===== src/rtl/mem_load_unit_pkg.sv =====
// Shared widths and load-op encoding for the memory load unit.
// The one-hot load op is ordered {lw,lb,lbu,lh,lhu,lwl,lwr}, MSB first.
package mem_load_unit_pkg;

   localparam int DATA_W  = 32;
   localparam int RF_WE_W = 4;
   localparam int LD_OP_W = 7;

   localparam int LD_LW  = 6;
   localparam int LD_LB  = 5;
   localparam int LD_LBU = 4;
   localparam int LD_LH  = 3;
   localparam int LD_LHU = 2;
   localparam int LD_LWL = 1;
   localparam int LD_LWR = 0;

   localparam logic [LD_OP_W-1:0] LD_OP_NONE = 7'b000_0000;
   localparam logic [LD_OP_W-1:0] LD_OP_LW   = 7'b100_0000;
   localparam logic [LD_OP_W-1:0] LD_OP_LB   = 7'b010_0000;
   localparam logic [LD_OP_W-1:0] LD_OP_LBU  = 7'b001_0000;
   localparam logic [LD_OP_W-1:0] LD_OP_LH   = 7'b000_1000;
   localparam logic [LD_OP_W-1:0] LD_OP_LHU  = 7'b000_0100;
   localparam logic [LD_OP_W-1:0] LD_OP_LWL  = 7'b000_0010;
   localparam logic [LD_OP_W-1:0] LD_OP_LWR  = 7'b000_0001;

   // Sign- or zero-extend a byte (v[7:0]) or a halfword (v[15:0]) to a full word.
   function automatic logic [DATA_W-1:0] ld_extend(input logic [15:0] v,
                                                    input logic is_half,
                                                    input logic is_signed);
      logic [DATA_W-1:0] w;
      if (is_half) begin
         w = {{16{is_signed & v[15]}}, v};
      end else begin
         w = {{24{is_signed & v[7]}}, v[7:0]};
      end
      return w;
   endfunction

endpackage


===== src/rtl/mem_load_align.sv =====
// Combinational load-data extraction and per-byte register write-enable generation.
// Little-endian byte lanes; lwl/lwr produce the partial-word merge enables.
module mem_load_align
   import mem_load_unit_pkg::*;
(
   input  logic [LD_OP_W-1:0] i_ld_op,
   input  logic [1:0]         i_addr,
   input  logic [DATA_W-1:0]  i_rdata,
   input  logic [DATA_W-1:0]  i_alu_result,
   input  logic               i_res_from_mem,
   input  logic               i_gr_we,
   output logic [DATA_W-1:0]  o_result,
   output logic [RF_WE_W-1:0] o_rf_we
);

   logic [DATA_W-1:0] w_shift_r;
   logic [DATA_W-1:0] w_shift_l;
   logic [15:0]       w_half;
   logic [DATA_W-1:0] w_load;

   // Lane selection and extension; 8*(3-addr) equals 8*~addr for a 2-bit address.
   always_comb begin
      w_shift_r = i_rdata >> {i_addr, 3'b000};
      w_shift_l = i_rdata << {~i_addr, 3'b000};
      w_half    = i_addr[1] ? i_rdata[31:16] : i_rdata[15:0];
      case (i_ld_op)
         LD_OP_LB:  w_load = ld_extend(w_shift_r[15:0], 1'b0, 1'b1);
         LD_OP_LBU: w_load = ld_extend(w_shift_r[15:0], 1'b0, 1'b0);
         LD_OP_LH:  w_load = ld_extend(w_half, 1'b1, 1'b1);
         LD_OP_LHU: w_load = ld_extend(w_half, 1'b1, 1'b0);
         LD_OP_LWL: w_load = w_shift_l;
         LD_OP_LWR: w_load = w_shift_r;
         default:   w_load = i_rdata;
      endcase
      o_result = i_res_from_mem ? w_load : i_alu_result;
   end

   // Byte write enables; unaligned loads only write the lanes they supply.
   always_comb begin
      if (i_ld_op[LD_LWL]) begin
         o_rf_we = {1'b1, i_addr != 2'd0, i_addr[1], i_addr == 2'd3};
      end else if (i_ld_op[LD_LWR]) begin
         o_rf_we = {i_addr == 2'd0, ~i_addr[1], i_addr != 2'd3, 1'b1};
      end else begin
         o_rf_we = {RF_WE_W{i_gr_we}};
      end
   end

endmodule


===== src/rtl/mem_load_unit.sv =====
// In-order queue of memory-stage entries awaiting bus responses, with flush
// cancellation of responses still in flight and a zero-bubble head bypass.
module mem_load_unit
   import mem_load_unit_pkg::*;
#(
   parameter int DEPTH  = 2,
   parameter int DEST_W = 5
) (
   input  logic                       clk,
   input  logic                       reset,
   input  logic                       flush,
   input  logic                       in_valid,
   output logic                       in_allowin,
   input  logic                       in_mem,
   input  logic [LD_OP_W-1:0]         in_ld_op,
   input  logic                       in_res_from_mem,
   input  logic                       in_gr_we,
   input  logic [DEST_W-1:0]          in_dest,
   input  logic [DATA_W-1:0]          in_alu_result,
   input  logic [DATA_W-1:0]          in_pc,
   input  logic                       data_ok,
   input  logic [DATA_W-1:0]          rdata,
   output logic                       out_valid,
   input  logic                       out_ready,
   output logic [RF_WE_W-1:0]         out_rf_we,
   output logic [DEST_W-1:0]          out_dest,
   output logic [DATA_W-1:0]          out_result,
   output logic [DATA_W-1:0]          out_pc,
   output logic [$clog2(DEPTH+1)-1:0] out_pending
);

   localparam int PTR_W = (DEPTH > 1) ? $clog2(DEPTH) : 1;
   localparam int CNT_W = $clog2(DEPTH + 1);
   localparam int CAN_W = $clog2(DEPTH + 2);

   logic                r_mem          [DEPTH];
   logic                r_done         [DEPTH];
   logic [LD_OP_W-1:0]  r_ld_op        [DEPTH];
   logic                r_res_from_mem [DEPTH];
   logic                r_gr_we        [DEPTH];
   logic [DEST_W-1:0]   r_dest         [DEPTH];
   logic [DATA_W-1:0]   r_alu          [DEPTH];
   logic [DATA_W-1:0]   r_pc           [DEPTH];
   logic [DATA_W-1:0]   r_rdata        [DEPTH];

   logic [PTR_W-1:0]    r_head;
   logic [PTR_W-1:0]    r_tail;
   logic [CNT_W-1:0]    r_count;
   logic [CAN_W-1:0]    r_cancel;

   logic [PTR_W-1:0]    w_idx;
   logic [PTR_W-1:0]    w_wait_idx;
   logic                w_wait_found;
   logic [CNT_W-1:0]    w_pending;
   logic                w_bind;
   logic                w_head_done;
   logic                w_push;
   logic                w_pop;
   logic [DATA_W-1:0]   w_head_rdata;
   logic [RF_WE_W-1:0]  w_rf_we;
   int                  w_cancel_calc;
   logic [CAN_W-1:0]    w_cancel_nxt;

   function automatic logic [PTR_W-1:0] ptr_inc(input logic [PTR_W-1:0] p);
      if (p == PTR_W'(DEPTH - 1)) begin
         return '0;
      end else begin
         return p + PTR_W'(1);
      end
   endfunction

   // Scan from head for the oldest held entry still waiting on its response.
   always_comb begin
      w_wait_found = 1'b0;
      w_wait_idx   = '0;
      w_pending    = '0;
      w_idx        = r_head;
      for (int i = 0; i < DEPTH; i++) begin
         if ((i < int'(r_count)) && r_mem[w_idx] && !r_done[w_idx]) begin
            w_pending = w_pending + CNT_W'(1);
            if (!w_wait_found) begin
               w_wait_found = 1'b1;
               w_wait_idx   = w_idx;
            end else begin
               w_wait_found = 1'b1;
            end
         end else begin
            w_pending = w_pending;
         end
         w_idx = ptr_inc(w_idx);
      end
   end

   // Handshake and head presentation; a head completed this cycle uses live rdata.
   always_comb begin
      w_bind       = data_ok && (r_cancel == '0) && w_wait_found;
      w_head_done  = (r_count != '0) &&
                     (r_done[r_head] || (w_bind && (w_wait_idx == r_head)));
      out_valid    = w_head_done && !flush;
      w_pop        = out_valid && out_ready;
      in_allowin   = (r_count < CNT_W'(DEPTH)) || w_pop;
      w_push       = in_valid && in_allowin && !flush;
      w_head_rdata = r_done[r_head] ? r_rdata[r_head] : rdata;
      out_rf_we    = out_valid ? w_rf_we : '0;
      out_dest     = r_dest[r_head];
      out_pc       = r_pc[r_head];
      out_pending  = w_pending;
   end

   // Responses owed to flushed requests; each is discarded as it returns.
   always_comb begin
      w_cancel_calc = int'(r_cancel);
      if (data_ok && (r_cancel != '0)) begin
         w_cancel_calc = w_cancel_calc - 1;
      end else begin
         w_cancel_calc = w_cancel_calc;
      end
      if (flush) begin
         w_cancel_calc = w_cancel_calc + int'(w_pending) + int'(in_valid && in_mem)
                         - int'(w_bind);
      end else begin
         w_cancel_calc = w_cancel_calc;
      end
      w_cancel_nxt = CAN_W'(w_cancel_calc);
   end

   mem_load_align u_align (
      .i_ld_op        (r_ld_op[r_head]),
      .i_addr         (r_alu[r_head][1:0]),
      .i_rdata        (w_head_rdata),
      .i_alu_result   (r_alu[r_head]),
      .i_res_from_mem (r_res_from_mem[r_head]),
      .i_gr_we        (r_gr_we[r_head]),
      .o_result       (out_result),
      .o_rf_we        (w_rf_we)
   );

   // Queue pointers, occupancy and cancel counter.
   always_ff @(posedge clk) begin
      if (reset) begin
         r_head   <= '0;
         r_tail   <= '0;
         r_count  <= '0;
         r_cancel <= '0;
      end else if (flush) begin
         r_head   <= '0;
         r_tail   <= '0;
         r_count  <= '0;
         r_cancel <= w_cancel_nxt;
      end else begin
         r_head   <= w_pop  ? ptr_inc(r_head) : r_head;
         r_tail   <= w_push ? ptr_inc(r_tail) : r_tail;
         r_count  <= r_count + CNT_W'(w_push) - CNT_W'(w_pop);
         r_cancel <= w_cancel_nxt;
      end
   end

   // Slot payload; a push into a slot freed this cycle overrides its response capture.
   always_ff @(posedge clk) begin
      if (w_bind) begin
         r_done[w_wait_idx]  <= 1'b1;
         r_rdata[w_wait_idx] <= rdata;
      end
      if (w_push) begin
         r_mem[r_tail]          <= in_mem;
         r_done[r_tail]         <= !in_mem;
         r_ld_op[r_tail]        <= in_ld_op;
         r_res_from_mem[r_tail] <= in_res_from_mem;
         r_gr_we[r_tail]        <= in_gr_we;
         r_dest[r_tail]         <= in_dest;
         r_alu[r_tail]          <= in_alu_result;
         r_pc[r_tail]           <= in_pc;
      end
   end

endmodule


===== config.mk =====
export PLATFORM = sky130hd
export DESIGN_NAME = mem_load_unit
export DESIGN_NICKNAME = d
export VERILOG_FILES = /design/src/rtl/mem_load_unit_pkg.sv /design/src/rtl/mem_load_align.sv /design/src/rtl/mem_load_unit.sv
export SDC_FILE = /design/constraint.sdc
export NUM_CORES = 1
export LEC_CHECK = 0
export CELL_PAD_IN_SITES_DETAIL_PLACEMENT = 1
export CELL_PAD_IN_SITES_GLOBAL_PLACEMENT = 2
export CORE_MARGIN = 1.5
export CORE_UTILIZATION = 33
export DETAILED_ROUTE_END_ITERATION = 10
export PLACE_DENSITY = 0.87
export SETUP_SLACK_MARGIN = 0.1
export SKIP_CTS_REPAIR_TIMING = 1
export SLEW_MARGIN = 20
export SYNTH_ARGS = -nofsm -noshare
export SYNTH_HDL_FRONTEND = slang
export SYNTH_HIERARCHICAL = 1
export SYNTH_SLANG_ARGS = --single-unit
export TNS_END_PERCENT = 5

===== constraint.sdc =====
create_clock -name clk -period 5.94 [get_ports clk]
set_input_delay 1.485 -clock clk [delete_from_list [all_inputs] [get_ports clk]]
set_output_delay 1.485 -clock clk [all_outputs]
set_load 0.1 [all_outputs]

After elaboration in Yosys (flattened, before gate mapping)
Memory sizes are Yosys's and may differ from the RTL's. A register that Yosys moved wholly into a read port is not among the register bits.
Index checks and enable logic that the tools add are counted.
- register bits after elaboration: 6
- output and inout port bits: 77
- bits in latches: 0
- ROM bits: 0
- RAM bits: 224
- memories: 9
- logic and storage cells: 104
- shifts and indexed selects: 2
- magnitude comparators: 3
- $mul: 0
- divide/modulo/power cells: 0
- $add $sub $neg: 9
- muxes and demuxes: 40
- bitwise gates (word level): 2
- reduce and logical (&&, ||, !) cells: 26
- equal/unequal tests: 9
- memory list (memory ; depth ; bits a word ; rd ports ; clocked after memory_dff ; write ports ; line ; RTL):
    r_alu ; 2 ; 32 ; 1 ; 1 ; 1 ; mem_load_unit.sv:42 ; logic [DATA_W-1:0] r_alu [DEPTH];
    r_pc ; 2 ; 32 ; 1 ; 1 ; 1 ; mem_load_unit.sv:43 ; logic [DATA_W-1:0] r_pc [DEPTH];
    r_rdata ; 2 ; 32 ; 1 ; 1 ; 1 ; mem_load_unit.sv:44 ; logic [DATA_W-1:0] r_rdata [DEPTH];
    r_ld_op ; 2 ; 7 ; 1 ; 1 ; 1 ; mem_load_unit.sv:38 ; logic [LD_OP_W-1:0] r_ld_op [DEPTH];
    r_dest ; 2 ; 5 ; 1 ; 1 ; 1 ; mem_load_unit.sv:41 ; logic [DEST_W-1:0] r_dest [DEPTH];
    r_done ; 2 ; 1 ; 2 ; 1 ; 2 ; mem_load_unit.sv:37 ; logic r_done [DEPTH];
    3 more memories ; - ; - ; - ; - ; - ; - ;
- operators with widths (cell ; count):
    32-bit one-hot mux with 6 select lines ; 1
    32-bit two-way mux ; 2
    32-bit by 5-bit << shifter with 32-bit output ; 1
    32-bit by 5-bit >> shifter with 32-bit output ; 1
    1-bit two-way mux ; 30
    16-bit two-way mux ; 1
    1-bit logical AND ; 14
    4-bit two-way mux ; 3
    7-bit by 1-bit equality test with 1-bit output, second input constant ; 1
    7-bit by 2-bit equality test with 1-bit output, second input constant ; 1
    7-bit by 3-bit equality test with 1-bit output, second input constant ; 1
    7-bit by 4-bit equality test with 1-bit output, second input constant ; 1
    7-bit by 5-bit equality test with 1-bit output, second input constant ; 1
    7-bit by 6-bit equality test with 1-bit output, second input constant ; 1
    2-bit two-way mux ; 3
    2-bit nonzero test ; 3
    2-bit adder ; 2
    1-bit zero test ; 4
    2-bit zero test ; 2
    1-bit by 2-bit less-than comparator with 1-bit output, first input constant ; 2
    1-bit adder, second input constant ; 2
    2-bit by 1-bit adder with 2-bit output ; 1
    2-bit by 1-bit adder with 2-bit output, second input constant ; 1
    2-bit equality test, second input constant ; 1
    other kinds (10) ; 11

Logic depth before layout (Yosys ltp)
- depth in word-level cells: 17
- depth in mapped cells: 14
- gate-level depth less buffers: 13

Hierarchy
Netlist, hierarchy kept.
- by module, submodules not included (module ; seq. area each (sq um) ; cells each ; times used ; area each (sq um)):
    mem_load_unit ; 6846.6 ; 513 ; 1 ; 9086.2
    mem_load_align ; 0.0 ; 278 ; 1 ; 1908.1

Least setup slack after synthesis
No wires, ideal clock.
- path type: in2reg
- start point: in flush
- end point: mem r_alu[0][0] (enable)
- setup slack: -230 ps
- stages on the path: 6
- buffers on the path: 1
- arrival: 5652 ps
- path through: buf_2 nor2b_1 nor3b_2 a32o_2 inv_2 nor2_1
- word-level cells in the longest chain between the ends: 8
- RTL lines (element ; line ; RTL):
    start, declared ; mem_load_unit.sv:11 ; input logic flush,
    1-bit zero test * ; mem_load_unit.sv:99, mem_load_unit.sv:102 ;
    1-bit logical AND ; mem_load_unit.sv:99 ; out_valid = w_head_done && !flush;
    1-bit logical AND ; mem_load_unit.sv:100 ; w_pop = out_valid && out_ready;
    1-bit logical OR ; mem_load_unit.sv:101 ; in_allowin = (r_count < CNT_W'(DEPTH)) || w_pop;
    1-bit logical AND ; mem_load_unit.sv:102 ; w_push = in_valid && in_allowin && !flush;
    1-bit logical AND * ; mem_load_unit.sv:102 ;
    1-bit two-way mux * ; mem_load_unit.sv:164 ; if (w_push) begin
    1-bit two-way mux (implied by the code) * ; mem_load_unit.sv:171 ; r_alu[r_tail] <= in_alu_result;
    end, declared ; mem_load_unit.sv:42 ;
Mark *: on every way between the ends. The rest lies on a longest branch, timed or not.

==> impl_metrics.ini <==
[run_status]
outcome = finished clean

[placed_design]
place_hpwl_mm = 22.5
port_buffers = 193
gp_congestion = 0.907
dp.cells = 1403

[power]
vdd_drop_max_mv = 0.194
power.static_leakage_nw = 4.85
powerDensity_nw_per_um2 = 295

[setup_path]
endpoint_kind = output port
critPathRequiredTime_ns = 4.45
cp.arrival_ns = 3.96
cp_max_fo = 36
reg2reg_setup_slack_ns = 2.34
crit_type = register to output port
startpoint_type = register

[finish]
final_layout_size_suffix_gt1_share_pct = 23.8
nets = 1115
final_cell_mix = edfxtp_1, clkdlybuf4s50_1, mux2_2
area_growth_pct = 33.5
final_common_cell = edfxtp_1
final_cells = 1452
num-fill-cells = 3365

[drt]
viasPerCell = 5.22
postRouteAntennaNets = 0
drt_pre_antenna_iters = 6
dr.first_iter.drc_count = 486
wire_per_inst_um = 22.2
vias = 7585
drt-total-wl_mm = 32.2
drc = 0

[yosys]
async_flop_share_pct = 0
synth_edf_count = 222
ys_seq_elements = 231
syn_area_um2 = 11000
synth_area_leader_cell = edfxtp_1
avgSynthCellArea_um2 = 13.9
ys_seq_area_share_pct = 62.3
yosysWarnings = 6
synthTopCellsByArea = edfxtp_1, mux2_2, mux2i_1
syn_inst = 791
ys_types = 66
synth_top_area_share_pct = 60.6
syn_nets = 914
ys.flop_type = edfxtp_1

[grt]
grt.met3_usage_pct = 4.05
busiest_layer = met2
grt_max_degree = 66
grt_usage_pct = 18.8
met1_usage_pct = 23.4
use_met2_pct = 32.3
grt_overflow = 0
grt_pass1_vias = 8135
grt_antenna_before_repair = 2
grt_pass1_wl_mm = 48.6

[floorplanning]
die_h_um = 186
die_area_um2 = 34400
start_util_pct = 33.6
rows = 66
design.core.area_um2 = 32700
num_io_pins = 194
fp.dieW_um = 186

[sta]
finalCritPeriodShare_pct = 91.7
hold_violations = 0
min_period_ns = 5.45
max_freq_ghz = 0.184
slew_headroom_pct = 32.7
maxSlewViolCount = 0
holdWs_ns = 0.570
rsz0062_at_grt = false
worst_slew_pin_slew_ns = 0.999
final.setup_skew_ns = 0.0130
setup-violations-final = 0

[job]
drv_cap = 0

[clock_tree]
cts-htree-levels = 1
clock_path_buffers = 3
clk_pin_slew_ns = 0.06
clk_latency_ns = 0.53
cts_num_sinks = 231
cts-buffers-inserted = 27
cts_root_buffer = clkbuf_16
cts_tree = built

[hold_path]
hold_class = register to register
-- area by class of cell --
type	count	area (um2)	area share, %
inverter	13	48.8	0.333
clock buffer	35	706	4.81
tap	442	553	3.77
antenna	2	5.00	0.0341
clock inverter	10	123	0.836
sequential	231	6850	46.7
timing repair buffer	223	2500	17.0
multi-input combinational	496	3890	26.5
-- worst paths after layout --
path | start | end | depth (start not counted)
max | register | out_result[19] | 10
max reg2reg | register | r_cancel[1]$_SDFF_PP0_ | 12
min | r_tail$_SDFFE_PP0P_ | r_tail$_SDFFE_PP0P_ | 2
min reg2reg | r_tail$_SDFFE_PP0P_ | r_tail$_SDFFE_PP0P_ | 2
-- synthesized netlist by cell type, drive strengths merged, types with 3 or more instances --
cell type  count
a21oi         32
a221oi         3
a22o           8
a22oi         14
a31oi          3
a41oi          6
and2           3
and3b          6
buf           27
clkbuf        25
dfxtp          9
edfxtp       222
ha             5
inv           13
mux2         105
mux2i         50
nand2         68
nand2b         5
nand3         11
nand3b         3
nor2          19
nor2b          8
nor3          10
nor4b          3
o2111a         4
o211ai         3
o21ai         57
o22ai         33
xnor2          3
xor2           3
-- routing by layer --
| layer | part of all wire [%] | vias to the layer above |
|---|---|---|
| met5 | 0 | - |
| met4 | 2.8 | 0 |
| met3 | 6.7 | 50 |
| met2 | 50 | 264 |
| met1 | 41 | 3784 |
| li1 | - | 3487 |
-- critical path: stages, from the launching register on --
cell and delay, ns:
dfxtp_4 0.66, buf_4 0.57, mux2i_1 0.27, o21ai_0 0.20
mux2_4 0.35, mux2_4 0.28, and4_4 0.21, nor4_4 0.19
buf_4 0.31, a21oi_1 0.17, buf_12 0.20
-- cell families after synthesis --
kind of cell,Yosys count,synth area share (%)
xor gates and xnor gates,6,0.478
adders and majority gates,6,0.751
and+or+nand+nor,151,7.27
buffers and inverters,65,2.78
muxes,157,15.8
AOI/OAI and AO/OA,175,10.6
DFF,231,62.3
-- sequential cells by signal, indices dropped and copies added (netlist names), named ones only --
| name | flops |
|---|---|
| r_res_from_mem | 2 |
| r_rdata | 64 |
| r_alu | 64 |
| r_head | 1 |
| r_gr_we | 2 |
| r_dest | 10 |
| r_tail | 1 |
| r_ld_op | 14 |
| r_mem | 2 |
| r_count | 2 |
| r_done | 2 |
| r_pc | 64 |
| r_cancel | 2 |
-- report_power, final --
| part | switching [mW] | internal [mW] | leakage (nW) |
|---|---|---|---|
| sequential | 0.0174 | 1.83 | 2.10 |
| combinational | 0.572 | 0.326 | 2.35 |
| clock | 0.630 | 0.956 | 0.401 |
-- per-stage QoR --
stage	total power [mW]	util, %	setup slack, ns	TNS (ns)	instance area [um2]
2_1_floorplan	2.42	-	-0.230	-18.16	11000
4_1_cts	4.38	44.8	0.134	0	14600
3_5_place_dp	2.77	42.2	0.541	0	13800
3_3_place_gp	2.76	42.2	0.664	0	13800
5_1_grt	4.49	44.9	0.286	0	14700
6_report	4.33	44.9	0.491	0	14700
Note: power is estimated with default switching activity, not from simulation.
